--- src/rtl/branch_target_buffer.sv ---
// Two-way set-associative branch target buffer with 2-bit saturating direction
// counters. Zero-latency lookup for the fetch PC; trained by execute-stage outcomes.
module branch_target_buffer #(
  parameter int SETS = 8
) (
  input  logic        clk,
  input  logic        rst,
  input  logic [31:0] pc,
  output logic        hit,
  output logic [31:0] brb,
  input  logic        upd_valid,
  input  logic [31:0] upd_pc,
  input  logic [31:0] upd_target,
  input  logic        upd_taken,
  input  logic        flush
);

  localparam int IDX   = $clog2(SETS);
  localparam int TAG_W = 30 - IDX;

  typedef logic [IDX-1:0]   idx_t;
  typedef logic [TAG_W-1:0] tag_t;

  logic [SETS-1:0][1:0]        valid_q, valid_d;
  logic [SETS-1:0]             lru_q, lru_d;
  tag_t [SETS-1:0][1:0]        tag_q, tag_d;
  logic [SETS-1:0][1:0][31:0]  target_q, target_d;
  logic [SETS-1:0][1:0][1:0]   ctr_q, ctr_d;

  idx_t       lk_idx;
  tag_t       lk_tag;
  logic [1:0] lk_match;
  logic       lk_way;

  idx_t       up_idx;
  tag_t       up_tag;
  logic [1:0] up_match;
  logic       up_way;

  logic unused_pc_bits;
  assign unused_pc_bits = ^{pc[1:0], upd_pc[1:0]};

  function automatic logic [1:0] sat_inc(input logic [1:0] c);
    return (c == 2'b11) ? c : c + 2'b01;
  endfunction

  function automatic logic [1:0] sat_dec(input logic [1:0] c);
    return (c == 2'b00) ? c : c - 2'b01;
  endfunction

  // Lookup: purely combinational from registered state, way 0 wins on a double match
  always_comb begin
    lk_idx      = pc[IDX+1:2];
    lk_tag      = pc[31:IDX+2];
    lk_match[0] = valid_q[lk_idx][0] && (tag_q[lk_idx][0] == lk_tag);
    lk_match[1] = valid_q[lk_idx][1] && (tag_q[lk_idx][1] == lk_tag);
    lk_way      = ~lk_match[0];
    hit         = (lk_match[0] | lk_match[1]) & ctr_q[lk_idx][lk_way][1];
    brb         = hit ? target_q[lk_idx][lk_way] : 32'd0;
  end

  // Update: up_way is the matching way on a hit, otherwise the allocation victim
  always_comb begin
    valid_d  = valid_q;
    lru_d    = lru_q;
    tag_d    = tag_q;
    target_d = target_q;
    ctr_d    = ctr_q;

    up_idx      = upd_pc[IDX+1:2];
    up_tag      = upd_pc[31:IDX+2];
    up_match[0] = valid_q[up_idx][0] && (tag_q[up_idx][0] == up_tag);
    up_match[1] = valid_q[up_idx][1] && (tag_q[up_idx][1] == up_tag);

    if (up_match[0])               up_way = 1'b0;
    else if (up_match[1])          up_way = 1'b1;
    else if (!valid_q[up_idx][0])  up_way = 1'b0;
    else if (!valid_q[up_idx][1])  up_way = 1'b1;
    else                           up_way = lru_q[up_idx];

    if (flush) begin
      valid_d = '0;
      lru_d   = '0;
    end else if (upd_valid) begin
      if (upd_taken) begin
        valid_d[up_idx][up_way]  = 1'b1;
        tag_d[up_idx][up_way]    = up_tag;
        target_d[up_idx][up_way] = upd_target;
        ctr_d[up_idx][up_way]    = (|up_match) ? sat_inc(ctr_q[up_idx][up_way]) : 2'b10;
        lru_d[up_idx]            = ~up_way;
      end else if (|up_match) begin
        ctr_d[up_idx][up_way]    = sat_dec(ctr_q[up_idx][up_way]);
        lru_d[up_idx]            = ~up_way;
      end
    end
  end

  always_ff @(posedge clk) begin
    if (rst) begin
      valid_q <= '0;
      lru_q   <= '0;
    end else begin
      valid_q <= valid_d;
      lru_q   <= lru_d;
    end
  end

  // Entry payload is only meaningful while valid, so it carries no reset
  always_ff @(posedge clk) begin
    tag_q    <= tag_d;
    target_q <= target_d;
    ctr_q    <= ctr_d;
  end

endmodule

--- config.mk ---
export PLATFORM = sky130hd
export DESIGN_NAME = branch_target_buffer
export DESIGN_NICKNAME = d
export VERILOG_FILES = /design/src/rtl/branch_target_buffer.sv
export SDC_FILE = /design/constraint.sdc
export NUM_CORES = 1
export LEC_CHECK = 0
export CAP_MARGIN = 20
export CORE_ASPECT_RATIO = 0.7
export CORE_UTILIZATION = 50
export DETAILED_ROUTE_END_ITERATION = 6
export PLACE_DENSITY = 0.7
export REMOVE_ABC_BUFFERS = 1
export SLEW_MARGIN = 30
export SYNTH_ARGS = -nofsm -noshare
export SYNTH_HDL_FRONTEND = slang
export SYNTH_SLANG_ARGS = --single-unit
--- constraint.sdc ---
create_clock -name clk -period 7.5 [get_ports clk]
set_input_delay 2.25 -clock clk [delete_from_list [all_inputs] [get_ports clk]]
set_output_delay 2.25 -clock clk [all_outputs]
set_load 0.005 [all_outputs]
=== Yosys cells after proc, flatten, opt, wreduce, memory -nomap -nowiden ===
Index checks and enable logic that the tools add are counted.

* Word-level logic and storage cells: 147
* Input bits: 101
* Register bits: 1,000
* Output and inout port bits: 33

* Add/sub/neg operators: 2
* Bitwise logic cells: 6
* Magnitude comparators: 6
* Equality and inequality tests: 5
* Muxes and demuxes: 57
* Reduce and logical (&&, ||, !) cells: 14

{| class="wikitable"
|+ Operators with widths
! operator !! number
|-
| $bwmux 512 || 1
|-
| $bwmux 432 || 1
|-
| $bmux 54 s3 || 2
|-
| $bmux 64 s3 || 1
|-
| $demux 64 s3 || 1
|-
| $mux 32 || 6
|-
| $demux 54 s3 || 1
|-
| $mux 54 || 3
|-
| $mux 64 || 2
|-
| $eq 27x27->1 || 4
|-
| $bwmux 32 || 2
|-
| $demux 32 s1 || 1
|-
| $demux 27 s1 || 1
|-
| $mux 27 || 1
|-
| $bmux 4 s3 || 2
|-
| $mux 2 || 11
|-
| $mux 8 || 2
|-
| $or 16x16->16 || 1
|-
| $bmux 2 s3 || 2
|-
| $demux 4 s3 || 1
|-
| $mux 4 || 3
|-
| $bwmux 8 || 1
|-
| $lt 3x4->1 const B || 2
|-
| $mux 1 || 7
|-
| other kinds (20) || 31
|}

=== Depth between registers and ports, before layout ===
Gate-level depths: netlist (run 1).

* Depth in word-level cells: 15
* Depth in mapped cells: 15
* Gate-level depth less buffers: 9

=== Worst setup path after synthesis (run 1) ===
Ideal clock, no wire load.

* Path type: input port to flip-flop
* Start: in upd_pc[3]
* End: reg tag_q[378] in the netlist's numbering, enable pin
* Setup time: 476 ps
* Arrival: 7,154 ps
* Required time: 7,024 ps
* Path buffers: 4
* Cell stages on the path: 12
* Slack: -131 ps
* Path through: buf_4 buf_6 buf_2 mux4_2 mux2i_1 xnor2_1 nor4_1 nand4_4 o2bb2ai_2 buf_4 nand2_1 nor2_1

{| class="wikitable"
|+ RTL lines
! what !! line !! RTL
|-
| from (decl) || 12 || <nowiki>input logic [31:0] upd_pc,</nowiki>
|-
| to (signal assigned) || 110 || <nowiki>tag_q <= tag_d;</nowiki>
|-
| to (decl) || 26 || <nowiki>tag_t [SETS-1:0][1:0] tag_q, tag_d;</nowiki>
|}

=== Final worst setup path (run 1) ===
* Start: in pc[2]
* End: out brb[8]

* Word-level cells in the longest chain between the ends: 8
* Elaborated cells between the ends (all ways): 19
* Classes of those cells: eq/ne: 2; mux: 13; bitwise: 2; reduce/logical: 2

{| class="wikitable"
|+ Ends and longest elaborated chain
! what !! line !! RTL
|-
| from (decl) || 8 || <nowiki>input logic [31:0] pc,</nowiki>
|-
| $bmux 54 s3 || 55, 56 ||
|-
| $mux 54 (not written as such) || 56 || <nowiki>lk_match[1] = valid_q[lk_idx][1] && (tag_q[lk_idx][1] == lk_tag);</nowiki>
|-
| $eq 27x27->1 || 55 || <nowiki>lk_match[0] = valid_q[lk_idx][0] && (tag_q[lk_idx][0] == lk_tag);</nowiki>
|-
| $logic_and 1x1->1 || 55 ||
|-
| $mux 2 (not written as such) (2 in a row) || 58 || <nowiki>hit = (lk_match[0] | lk_match[1]) & ctr_q[lk_idx][lk_way][1];</nowiki>
|-
| $and 1x1->1 || 58 ||
|-
| $mux 32 * || 59 || <nowiki>brb = hit ? target_q[lk_idx][lk_way] : 32'd0;</nowiki>
|-
| to (decl) || 10 || <nowiki>output logic [31:0] brb,</nowiki>
|}

Every way passes the cells marked *; elsewhere a longest branch is shown, timed or not. The select of a mux whose other input is x is not followed.

==> metrics, run 1 <==
Worst Clk Skew 0.0407 ns; number of global-route vias before repair 25,400; GPL Wtd Cong 0.912; critical path's largest stage delay 0.48 ns; CP max stage cell mux4_2; initial antenna violation count 9; CTS tree yes; Worst Tran Pin Value 0.928 ns; WL/cell 31.3 µm; Final Hold Viols 0; post-synth top area cell edfxtp_1; Worst setup SP type input port; DR WL met3 14,600 µm; worst setup margin -0.302 ns; layout net count 2,784; register bit total from synthesis 1,000; share of cells above drive strength 1 32.1%; CTS root buffer clkbuf_16; worst hold slack 0.483 ns; WL met2 54,900 µm; crit end category output port; failing checks design-rule violations, negative setup slack; detailed-route vias per instance 6.59; Initial Utilization 50.6%; clock sink count 1,000; Mean Syn Cell Area 18.7 µm²; Synth top cells by count edfxtp_1 (976), mux4_2 (266), mux2i_1 (176); mapped cell area 0.0437 mm²; FILL cells 6,041; hold buffers post-CTS 0; maximum number of pins on one net before global-route repair 63; Total GRT Usage 27.4%; status finished with violations; overall power 11.8 mW; drt total wl 123,000 µm; sequential share of the synthesized area 68.2%; final setup fails 33; Clk network pwr share 39.6%; Final period util 104%; Die Footprint 0.0886 mm²; Worst EP required 5.25 ns; CP Class input port to output port; DR vias 25,800; # port buffers 129; YS warnings 0; pre-CTS setup slack -0.746 ns; initial drt markers 3,788; Worst EP arrival 5.55 ns; Yosys top cell area share 67.1%; Synth area leaders edfxtp_1 (67%), mux4_2 (14%), mux2i_1 (4.0%), mux2_2 (1.8%), dfxtp_1 (1.1%); Num CTS Buffers 95; Slew HR 37.8%; VDD IR max 0.179 mV; Post-DRT Antenna Nets 0; ys async rst share 0%; Seq pwr share 52.3%; total I/O pin count 134; Layout Utilization 60.3%; Reg2Reg Setup Slack 3.11 ns; Netlist cell types 70; most common cell in the netlist edfxtp_1; Syn-to-layout area delta 19.1%; Chip Width 355 µm; core area 0.0864 mm²; Setup TNS -8.00 ns; unrepaired setup endpoints after global routing true; Synth Flop Type edfxtp_1; post-synthesis cell count 2,332; max cap viols 0; highest routing layer actually used met5; global-route wire length before repair 175,000 µm; Max Buffers Root-to-Sink 3; Cell Int Power 9.13 mW; Worst-Skew Late Latency 0.70 ns; Lkg Pwr 17.2 nW; CTS H-tree depth 3; combinational group share of total power 8.1%; Switching Share 22.6%; drt first pass iters 7; GRT Residual Overflow 0; DP Wirelength 74,900 µm; cell mode on critical path buf_4; CP Max Fanout 8; Post-synth EDFFs 976; clk slew on worst S/H paths 0.07 ns; net switching power 2.66 mW; num rows 90; chip height 249 µm; worst-path cell chain buf_16, buf_12, buf_12, buf_4, mux4_2, mux2i_1, xnor2_1, nor4_2, buf_4, nand4_1, nor4_4, buf_4, nand2_4, buf_8, clkbuf_16, buf_6, nor2_4, o22a_1, buf_2; M1 WL 49,200 µm; max-slew violations 0; Tmin final 7.80 ns; number of remaining DRC errors 16; worst min path class flop to flop; Peak Freq 0.128 GHz; pwr/cell area 226 mW/mm²
## critical path, delay by kind of cell
| family | cells | cell delay (ns) |
|---|---|---|
| buf+inv | 10 | 1.48 |
| simple gates | 5 | 0.78 |
| mux | 2 | 0.70 |
| compound gates | 1 | 0.15 |
| xor+xnor | 1 | 0.14 |
## placed cells by master (no fill, tap or decap), types with 13 or more instances in the layout
cell type / count
dfxtp_1: 24
inv_1: 17
edfxtp_1: 976
mux2_1: 21
clkdlybuf4s50_1: 90
clkinv_1: 20
nand2_1: 49
nor4_1: 17
o21ai_0: 22
clkbuf_16: 99
nor2_4: 39
clkinv_2: 13
xnor2_1: 45
a221oi_1: 28
a22oi_1: 34
buf_12: 61
nor3_1: 24
xor2_1: 42
mux4_2: 266
a221o_1: 17
a21oi_1: 29
o22ai_1: 27
mux2_2: 71
buf_4: 195
clkbuf_1: 29
o22a_1: 33
nor2_1: 44
mux2i_1: 168
buf_2: 18
## through the flow
step           instances  area (µm²)
2_1_floorplan       2182       43000
3_3_place_gp        3698       48300
3_5_place_dp        3698       48300
4_1_cts             3892       51700
5_1_grt             3912       52100
6_report            3913       52100
## metal layers
layer / up-vias / track usage, %
li1: 10400 / -
met5: - / 0
met1: 13400 / 39.9
met3: 266 / 7.54
met2: 1663 / 40.5
met4: 14 / 7.88
## worst paths after layout
path / cells after the start / to / from
setup / recovery: 19 / brb[8] / pc[2]
hold / removal: 2 / lru_q[2] / lru_q[2]
setup reg to reg: 11 / target_q[377] / tag_q[366]
hold reg to reg: 2 / lru_q[2] / lru_q[2]
## state kept, by name (all words and copies together), names as in the netlist
signal    flops
valid_q      16
tag_q       432
lru_q         8
target_q    512
ctr_q        32
## final cells by class
class / instances / area [µm²] / share of cell area [%]
flip-flops and latches: 1000 / 29800 / 57.2
multi-input cells: 1164 / 13600 / 26.1
repair buffers: 404 / 4230 / 8.13
clock buffers: 124 / 2490 / 4.77
well taps: 1150 / 1440 / 2.76
clock inverters: 52 / 465 / 0.894
inverters: 18 / 67.6 / 0.130
diodes: 1 / 2.50 / 0.00481
## power by group through the flow
stage,logic (mW),clock network (mW),registers (mW)
final,0.951,4.67,6.17
after global routing,0.995,4.91,6.17
after CTS,0.918,4.72,6.17
after detailed placement,0.897,0,6.29
after global placement,0.881,0,6.29
after floorplan,0.386,0,6.29
## what timing repair did
action | CTS | global route
pin swaps | 22 | 49
gates resized for setup | 128 | 92
setup buffers | 14 | 17
gates cloned | 4 | 4
endpoints found under the setup margin | 33 | 33
## cells by family (layout without fill, tap and decap cells)
family | count (synthesis) | count (layout) | share of synthesized area, %
xor gates and xnor gates | 92 | 92 | 1.84
AOI/OAI and AO/OA | 252 | 252 | 4.48
DFF | 1000 | 1000 | 68.2
buffers and inverters | 168 | 598 | 1.85
muxes | 535 | 535 | 20.1
and+or+nand+nor | 285 | 285 | 3.52
other | 0 | 1 | 0
Power figures use the tool's default switching activity.
==> run 2: changes to the inputs <==
--- a/config.mk
+++ b/config.mk
@@ -7,6 +7,7 @@
 export LEC_CHECK = 0
 export CAP_MARGIN = 20
 export CORE_ASPECT_RATIO = 0.7
+export CORE_MARGIN = 2
 export CORE_UTILIZATION = 50
 export DETAILED_ROUTE_END_ITERATION = 6
 export PLACE_DENSITY = 0.7
==> metrics, run 2 (synthesis results as in run 1) <==
chip height 251 µm (was 249 µm); pwr/cell area 229 mW/mm² (was 226 mW/mm²); CTS root buffer clkbuf_16 (unchanged); commonest non-fill, non-tap cells in the layout edfxtp_1 (976), mux4_2 (266), buf_4 (198) (was edfxtp_1 (976), mux4_2 (266), buf_4 (195)); worst setup margin -0.248 ns (was -0.302 ns); initial drt markers 3,663 (was 3,788); DR vias 25,900 (was 25,800); DR WL met3 16,500 µm (was 14,600 µm); hold buffers post-CTS 0 (unchanged); max cap viols 0 (unchanged); CP Class input port to output port (unchanged); initial antenna violation count 6 (was 9); Tmin final 7.75 ns (was 7.80 ns); Top reg by flops target_q (unchanged); Num CTS Buffers 94 (was 95); final setup fails 33 (unchanged); Final Hold Viols 0 (unchanged); Worst EP arrival 5.50 ns (was 5.55 ns); Max Buffers Root-to-Sink 3 (unchanged); clk slew on worst S/H paths 0.07 ns (about the same); DP Wirelength 78,500 µm (was 74,900 µm); max-slew violations 0 (unchanged); drt total wl 126,000 µm (was 123,000 µm); crit end category output port (unchanged); unrepaired setup endpoints after global routing true (unchanged); WL met2 55,700 µm (was 54,900 µm); total I/O pin count 134 (unchanged); number of remaining DRC errors 9 (was 16); top flop regs target_q: 512 flops, tag_q: 432 flops, ctr_q: 32 flops (unchanged); Worst-Skew Late Latency 0.67 ns (was 0.70 ns); Peak Freq 0.129 GHz (was 0.128 GHz); core area 0.0864 mm² (unchanged); M1 WL 49,800 µm (was 49,200 µm); GRT Residual Overflow 0 (unchanged); worst min path class flop to flop (unchanged); maximum number of pins on one net before global-route repair 50 (was 63); num rows 90 (unchanged); FILL cells 5,994 (was 6,041); Post-DRT Antenna Nets 0 (unchanged); clock sink count 1,000 (unchanged); Lkg Pwr 17.5 nW (was 17.2 nW); layout net count 2,808 (was 2,784); global-route wire length before repair 179,000 µm (was 175,000 µm); Total GRT Usage 27.9% (was 27.4%); drt first pass iters 7 (unchanged); max reg flops 512 (unchanged); number of global-route vias before repair 25,800 (was 25,400); Worst Tran Pin Value 0.933 ns (was 0.928 ns); Multi-input gate area 0.0135 mm² (was 0.0136 mm²); Syn-to-layout area delta 20.3% (was 19.1%); most common cell after layout, fill and taps aside edfxtp_1 (unchanged); Worst EP required 5.25 ns (about the same); Slew HR 37.6% (was 37.8%); Initial Utilization 50.6% (unchanged); # port buffers 129 (unchanged); Worst Clk Skew 0.0317 ns (was 0.0407 ns); detailed-route vias per instance 6.57 (was 6.59); status finished with violations (unchanged); CP Max Fanout 6 (was 8); GPL Wtd Cong 0.930 (was 0.912); Worst setup SP type input port (unchanged); Setup TNS -6.08 ns (was -8.00 ns); VDD IR max 0.203 mV (was 0.179 mV); CTS H-tree depth 3 (unchanged); CTS tree yes (unchanged); WL/cell 32.0 µm (was 31.3 µm); pre-CTS setup slack -0.870 ns (was -0.746 ns); failing checks design-rule violations, negative setup slack (unchanged); Final period util 103% (was 104%); share of cells above drive strength 1 33.0% (was 32.1%); overall power 12.1 mW (was 11.8 mW); highest routing layer actually used met5 (unchanged); Chip Width 357 µm (was 355 µm); Reg area 0.0298 mm² (unchanged); worst hold slack 0.473 ns (was 0.483 ns); Die Footprint 0.0898 mm² (was 0.0886 mm²)
[run 2: through the flow]
step	util (%)	instance area, µm²	instances
after floorplan	-	43000	2182
after global placement	56.0	48400	3707
after detailed placement	56.1	48400	3709
after CTS	60.5	52300	3923
after global routing	60.9	52600	3937
final	60.9	52600	3938
[run 2: metal layers]
layer  vias to the layer above  GRT usage [%]
met4                         8           8.51
met2                      1753           40.9
met3                       274           8.97
met1                     13400           40.1
li1                      10500              -
met5                         -              0
[run 2: repair_timing]
| action | CTS | global route |
|---|---|---|
| gates cloned | 7 | 0 |
| setup endpoints to repair | 33 | 33 |
| setup buffers | 34 | 15 |
| gates resized for setup | 209 | 45 |
| pin swaps | 42 | 18 |
| endpoints found under the hold margin | 0 | 0 |
[run 2: worst paths after layout]
kind / from / end / slack, ns / cells after the start
max reg2reg: tag_q[245] / target_q[125] / 3.00 / 12
min reg2reg: lru_q[7] / lru_q[7] / 0.47 / 2
max: pc[2] / brb[6] / -0.25 / 15
min: lru_q[7] / lru_q[7] / 0.47 / 2
[run 2: worst max-delay path: stages]
cell	delay (ns)
buf_16	0.14
buf_16	0.13
buf_8	0.11
buf_4	0.11
mux4_2	0.49
mux2i_1	0.18
xor2_1	0.30
nand4_1	0.20
or4_4	0.57
nor3_4	0.23
buf_12	0.15
buf_12	0.14
buf_8	0.12
o22a_1	0.18
buf_2	0.13
[run 2: power by group]
part | internal [mW] | switching (mW) | total (mW)
clock | 2.80 | 2.11 | 4.91
combinational | 0.433 | 0.549 | 0.982
sequential | 6.16 | 0.0122 | 6.17
total | 9.39 | 2.67 | 12.1
[run 2: cell type report]
cell class	count	share of cell area [%]
Inverter	18	0.129
Clock buffer	109	4.70
Timing Repair Buffer	429	8.71
Antenna cell	3	0.0143
Sequential cell	1000	56.7
Tap cell	1150	2.74
Multi-Input combinational cell	1164	25.7
Clock inverter	65	1.37
